[src/rtl/reg4_serial_tx.sv]
`timescale 1ns/1ps
// Purpose: parallel-in, serial-out frame transmitter (start 0, DATA_W bits LSB-first, stop 1).
// Latency: tx shows the start bit from the accepting edge; done pulses (DATA_W+2)*CLKS_PER_BIT cycles later.
// Backpressure: ready is low for the whole frame; a load while not ready is dropped, not queued.
// Ports: clk/rst_n (async active-low); load+d is the accept handshake, qualified by ready;
//        tx is the idle-high serial line; busy is high during START/DATA/STOP; done is a 1-cycle end pulse.
module reg4_serial_tx #(
    parameter int DATA_W       = 4,
    parameter int CLKS_PER_BIT = 4
) (
    input  logic              clk,
    input  logic              rst_n,
    input  logic              load,
    input  logic [DATA_W-1:0] d,
    output logic              ready,
    output logic              tx,
    output logic              busy,
    output logic              done
);

    localparam int TW = (CLKS_PER_BIT > 1) ? $clog2(CLKS_PER_BIT) : 1;
    localparam int IW = (DATA_W > 1) ? $clog2(DATA_W) : 1;
    localparam logic [TW-1:0] T_LAST = TW'(CLKS_PER_BIT - 1);
    localparam logic [IW-1:0] I_LAST = IW'(DATA_W - 1);

    typedef enum logic [1:0] {IDLE, START, DATA, STOP} state_t;

    state_t            state, state_n;
    logic [DATA_W-1:0] shift, shift_n;
    logic [IW-1:0]     idx, idx_n;
    logic [TW-1:0]     timer, timer_n;
    logic              tx_n, ready_n, busy_n, done_n;
    logic              bit_end;

    always_ff @(posedge clk or negedge rst_n) begin
        if (!rst_n) begin
            state <= IDLE;
            shift <= '0;
            idx   <= '0;
            timer <= '0;
            tx    <= 1'b1;
            ready <= 1'b1;
            busy  <= 1'b0;
            done  <= 1'b0;
        end else begin
            state <= state_n;
            shift <= shift_n;
            idx   <= idx_n;
            timer <= timer_n;
            tx    <= tx_n;
            ready <= ready_n;
            busy  <= busy_n;
            done  <= done_n;
        end
    end

    always_comb begin
        state_n = state;
        shift_n = shift;
        idx_n   = idx;
        timer_n = timer;
        done_n  = 1'b0;
        // With CLKS_PER_BIT=1 the timer is a constant 0 and every cycle is a bit end.
        bit_end = (timer == T_LAST);

        case (state)
            IDLE: begin
                if (load) begin
                    state_n = START;
                    shift_n = d;
                    idx_n   = '0;
                    timer_n = '0;
                end
            end
            START: begin
                if (bit_end) begin
                    state_n = DATA;
                    timer_n = '0;
                end else begin
                    timer_n = timer + TW'(1);
                end
            end
            DATA: begin
                if (bit_end) begin
                    timer_n = '0;
                    shift_n = shift >> 1;
                    if (idx == I_LAST) begin
                        state_n = STOP;
                    end else begin
                        idx_n = idx + IW'(1);
                    end
                end else begin
                    timer_n = timer + TW'(1);
                end
            end
            STOP: begin
                if (bit_end) begin
                    state_n = IDLE;
                    timer_n = '0;
                    done_n  = 1'b1;
                end else begin
                    timer_n = timer + TW'(1);
                end
            end
        endcase

        // Outputs are decoded from the next state so the registered copies line up
        // with the state register on the same edge.
        case (state_n)
            START:   tx_n = 1'b0;
            DATA:    tx_n = shift_n[0];
            default: tx_n = 1'b1;
        endcase
        ready_n = (state_n == IDLE);
        busy_n  = (state_n != IDLE);
    end

endmodule

[config.mk]
export PLATFORM = sky130hd
export DESIGN_NAME = reg4_serial_tx
export DESIGN_NICKNAME = d
export VERILOG_FILES = /design/src/rtl/reg4_serial_tx.sv
export SDC_FILE = /design/constraint.sdc
export NUM_CORES = 1
export LEC_CHECK = 0
export BUFFER_PORTS_ARGS = -buffer_cell sky130_fd_sc_hd__buf_2
export CAP_MARGIN = 10
export CORE_MARGIN = 2
export CORE_UTILIZATION = 35
export CTS_CLUSTER_DIAMETER = 30
export CTS_CLUSTER_SIZE = 20
export DETAILED_ROUTE_END_ITERATION = 8
export SYNTH_ARGS = -nofsm -noshare
export SYNTH_HDL_FRONTEND = slang
export SYNTH_SLANG_ARGS = --single-unit
[constraint.sdc]
create_clock -name clk -period 2.6 [get_ports clk]
set_clock_uncertainty 0.1 [all_clocks]
set_input_delay 0.26 -clock clk [delete_from_list [all_inputs] [get_ports clk]]
set_output_delay 0.26 -clock clk [all_outputs]
set_load 0.005 [all_outputs]
# [Word-level counts from Yosys, hierarchy flattened]
# Index checks and enable logic that the tools add are counted.
[word_totals] regBits=14 in_bits=7 out_inout_bits=4 wordCells=46
[op_classes] add_sub_neg=2 n_eq_ne=10 n_mux=18 n_reduce_logical=7
[op_table] operator="2-bit two-way mux" count=9
[op_table] operator="2-bit equality test, second input constant" count=5
[op_table] operator="4-bit two-way mux" count=2
[op_table] operator="2-bit one-hot mux with 2 select lines" count=2
[op_table] operator="2-bit one-hot mux with 4 select lines" count=1
[op_table] operator="4-bit one-hot mux with 2 select lines" count=1
[op_table] operator="2-bit inequality test, second input constant" count=3
[op_table] operator="2-bit by 1-bit adder with 2-bit output, second input constant" count=2
[op_table] operator="2-bit by 1-bit equality test with 1-bit output, second input constant" count=2
[op_table] operator="2-bit zero test" count=2
[op_table] operator="4-bit AND reduction" count=1
[op_table] operator="2-bit nonzero test" count=2
[op_table] operator="3-bit AND reduction" count=1
[op_table] operator="3-bit OR reduction" count=1
[op_table] operator="1-bit two-way mux" count=2
[op_table] operator="1-bit one-hot mux with 2 select lines" count=1

# [Longest topological paths before layout]
[logic_depth] depth_word=6 mapped_depth=6 depth_no_buf=6

# [Least setup slack after synthesis]
# OpenSTA, ideal clock, no wires.
[synth_path] path_kind="reg2reg" start="reg timer[0]" end="reg tx" setup_time_ns=0.090 t_arrival_ns=1.402 t_required_ns=2.410 path_slack_ns=1.008 path_stages_with_launch=6 synth_period_minus_slack_ns=1.592 cell_sequence="dfrtp_1 -> ha_1 -> and3_1 -> o31a_1 -> nor4_2 -> a21oi_1"
[synth_via] elab_chain_len=5
[synth_rtl] element="start, declared" line="31" source="logic [TW-1:0] timer, timer_n;"
[synth_rtl] element="start signal, assigned" line="49" source="timer <= timer_n;"
[synth_rtl] element="2-bit equality test *" line="64" source="bit_end = (timer == T_LAST);"
[synth_rtl] element="2-bit two-way mux, on equally long branches" line="97, 76, 84"
[synth_rtl] element="2-bit one-hot mux with 4 select lines *" line="66" source="case (state)"
[synth_rtl] element="net state_n[0]" line="28" source="state_t state, state_n;"
[synth_rtl] element="2-bit equality test or 2-bit by 1-bit equality test with 1-bit output (tied branches)" line="109" source="case (state_n)"
[synth_rtl] element="1-bit one-hot mux with 2 select lines *" line="109"
[synth_rtl] element="net tx_n" line="32" source="logic tx_n, ready_n, busy_n, done_n;"
[synth_rtl] element="end signal, assigned" line="50" source="tx <= tx_n;"
[synth_rtl] element="end, declared" line="16" source="output logic tx,"
# Mark *: on every way through the listed nets, which the timed path passes. The rest lies on a longest branch. The select of a mux whose other input is x is not followed.
# A chain may end at the register's enable or synchronous reset.

# [Final worst setup path]
# Same ends and word-level chain as after synthesis.

==> impl_metrics.yaml <==
floorplanning:
  initial_core_util: 0.3620
  die_x_um: 48.58
  num_rows: 16
  die_h_um: 48.58
  io_pins: 11
  coreArea_um2: 1922
  dieArea_um2: 2360
place:
  dp_cells: 100
  dp_hpwl_um: 909
  place.gp.congestion: 0.6835
  placed_area_um2: 760.7
  io_buffers: 10
yosys:
  synth_cell_type_count: 27
  ys_ff_latch: 14
  synth_area_um2: 695.7
  synth_top_family_by_area: "simple AND/OR/NAND/NOR gates"
  synth_compound_area_frac: 0.1601
  ys_seq_area_frac: 0.5072
  syn_avg_cell_area_um2: 10.54
  yosys_warnings: 0
  synth_mux_area_frac: 0.03058
  syn_inst: 66
  syn-num-nets: 76
  synth-simple-area-share: 0.1924
  synth_xor_area_frac: 0.01259
  synth_adder_area_share: 0.05396
finish:
  area_growth_pct: 14.03
  antenna_cells: 0
  final_common_cell: "dfrtp_1"
  instances_no_fill: 104
  fin_area_um2: 793.3
  layout.nets: 89
  layout_common_cells: "dfrtp_1, buf_2, nor2_1, a21oi_1"
  drive_gt1_frac: 0.2468
cts:
  insertion_delay_ns: 0.27
  cts_tree: "built"
  cts_root_buf: "clkbuf_4"
  h-tree-depth: 1
  clock-sinks: 14
  clk_path_buf_depth: 2
  clk_pin_slew_ns: 0.08
  postCtsResizedCells: 0
  cts_made_buffers: 3
power:
  total_power_uw: 940.7
  ir_drop_mv: 0.5334
  power_leakage_uw: 0.0003550
  power.density_nw_per_um2: 1186
detailed_routing:
  routedWlPerCell_um: 12.24
  route.detailed.drc: 0
  wirelength_um: 1273
  ant_nets: 0
  drtPass1Iterations: 2
  vias_per_cell: 4.740
  vias: 493
  drt-initial-drc-count: 10
worst_hold_path:
  hold_path_class: "input port to flip-flop"
timing:
  hold_ws_ns: 0.1726
  fin_setup_tns_ns: 0
  fmax_mhz: 589.8
  finalHoldViolCount: 0
  tightest_slew_ns: 0.4739
  maxSlewHeadroom: 0.6841
  setup_viol: 0
  rsz0062_at_grt: "no"
  finalMaxSlewViolations: 0
  min_period_ns: 1.695
  period_share: 0.6521
grt:
  grt_pass1_wl_um: 2270
  grt_pass1_vias: 491
  antenna_found_initial: 0
  grt_use_total: 0.1223
  grt_start_max_net_pins: 17
  grt.overflow.total: 0
worst_setup_path:
  worstSetupStartpointType: "flip-flop"
  required_ns: 2.70
  crit_fanout: 5
  end_kind: "flip-flop"
  crit_arrival_ns: 1.79
  worstSetupPathType: "flip-flop to flip-flop"
job:
  drv_cap: 0
status:
  status: "complete, no violations"
==> metal layers <==
layer / global-route usage / up-vias / part of all wire
li1: - / 257 / -
met1: 0.1703 / 227 / 0.51
met2: 0.1852 / 7 / 0.45
met3: 0.02160 / 2 / 0.031
met4: 0.05714 / 0 / 0.0094
met5: 0 / - / 0
==> area by class of cell <==
cell class | instances | area (µm²)
Clock buffer | 3 | 22.52
Fill cell | 210 | 1129
Inverter | 3 | 11.26
Multi-Input combinational cell | 46 | 312.8
Sequential cell | 14 | 352.8
Tap cell | 27 | 33.78
Timing Repair Buffer | 11 | 60.06
==> Yosys cell counts <==
| master | count | area share |
|---|---|---|
| nand4b_1 | 1 | 0.013 |
| nor2b_1 | 3 | 0.027 |
| dfrtp_1 | 12 | 0.43 |
| or2_2 | 1 | 0.0090 |
| a22o_1 | 3 | 0.038 |
| xor2_1 | 1 | 0.013 |
| buf_6 | 1 | 0.016 |
| a32oi_1 | 2 | 0.025 |
| clkbuf_1 | 2 | 0.011 |
| o31ai_1 | 1 | 0.011 |
| nand2_1 | 3 | 0.016 |
| nor2_1 | 7 | 0.038 |
| nand3_1 | 2 | 0.014 |
| a21oi_1 | 5 | 0.036 |
| o21ai_0 | 2 | 0.014 |
| inv_1 | 3 | 0.016 |
| ha_1 | 3 | 0.054 |
| nand3b_1 | 2 | 0.022 |
| a31o_2 | 1 | 0.013 |
| mux2_2 | 1 | 0.016 |
| nor4_2 | 1 | 0.018 |
| dfstp_2 | 2 | 0.076 |
| o21bai_1 | 1 | 0.011 |
| and3_1 | 2 | 0.018 |
| o31a_1 | 1 | 0.013 |
| nand2b_1 | 2 | 0.018 |
| mux2i_1 | 1 | 0.014 |
==> registers in the layout (all words and copies together) (netlist names) <==
name   cells
busy       1
state      2
ready      1
tx         1
done       1
shift      4
timer      2
idx        2
==> logic make-up (layout without fill, tap and decap cells) <==
| group | after synthesis | after routing |
|---|---|---|
| AND/OR/NAND/NOR | 24 | 24 |
| AO/OA/AOI/OAI | 16 | 16 |
| flip-flops | 14 | 14 |
| buffers and inverters | 6 | 17 |
| adder cells (fa/ha/maj) | 3 | 3 |
| multiplexers | 2 | 2 |
| XOR/XNOR | 1 | 1 |
==> where the power goes <==
part | switching (µW) | internal, µW
Combinational | 181 | 200
Clock | 65.4 | 53.5
Sequential | 111 | 330
==> worst max-delay path: stages, from the launching register on <==
cell	delay, ns
dfrtp_1	0.42
ha_1	0.26
and3_1	0.20
o31a_1	0.32
nor4_2	0.26
a21oi_1	0.06
==> through the flow <==
stage | worst slack, ns | util
floorplan | 1.008 | -
global placement | 0.9584 | 0.3958
detailed placement | 0.9136 | 0.3958
CTS | 0.8961 | 0.4128
global route | 0.7681 | 0.4128
finish | 0.9046 | 0.4128
==> worst paths after layout <==
check / startpoint / endpoint / slack, ns / cells after the start
hold / removal: d[2] / shift[2] / 0.17 / 3
min in group asynchronous: rst_n / done / 0.31 / 2
setup reg to reg: timer[0] / tx / 0.90 / 5
hold reg to reg: timer[0] / timer[0] / 0.44 / 1
max in group asynchronous: rst_n / ready / 1.81 / 2
setup / recovery: timer[0] / tx / 0.90 / 5
==> what timing repair did <==
| item | CTS | global route |
|---|---|---|
| hold endpoints to repair | 12 | 0 |
| setup buffers | 0 | 0 |
| hold buffers | 1 | 0 |
Note: power is estimated with default switching activity, not from simulation.
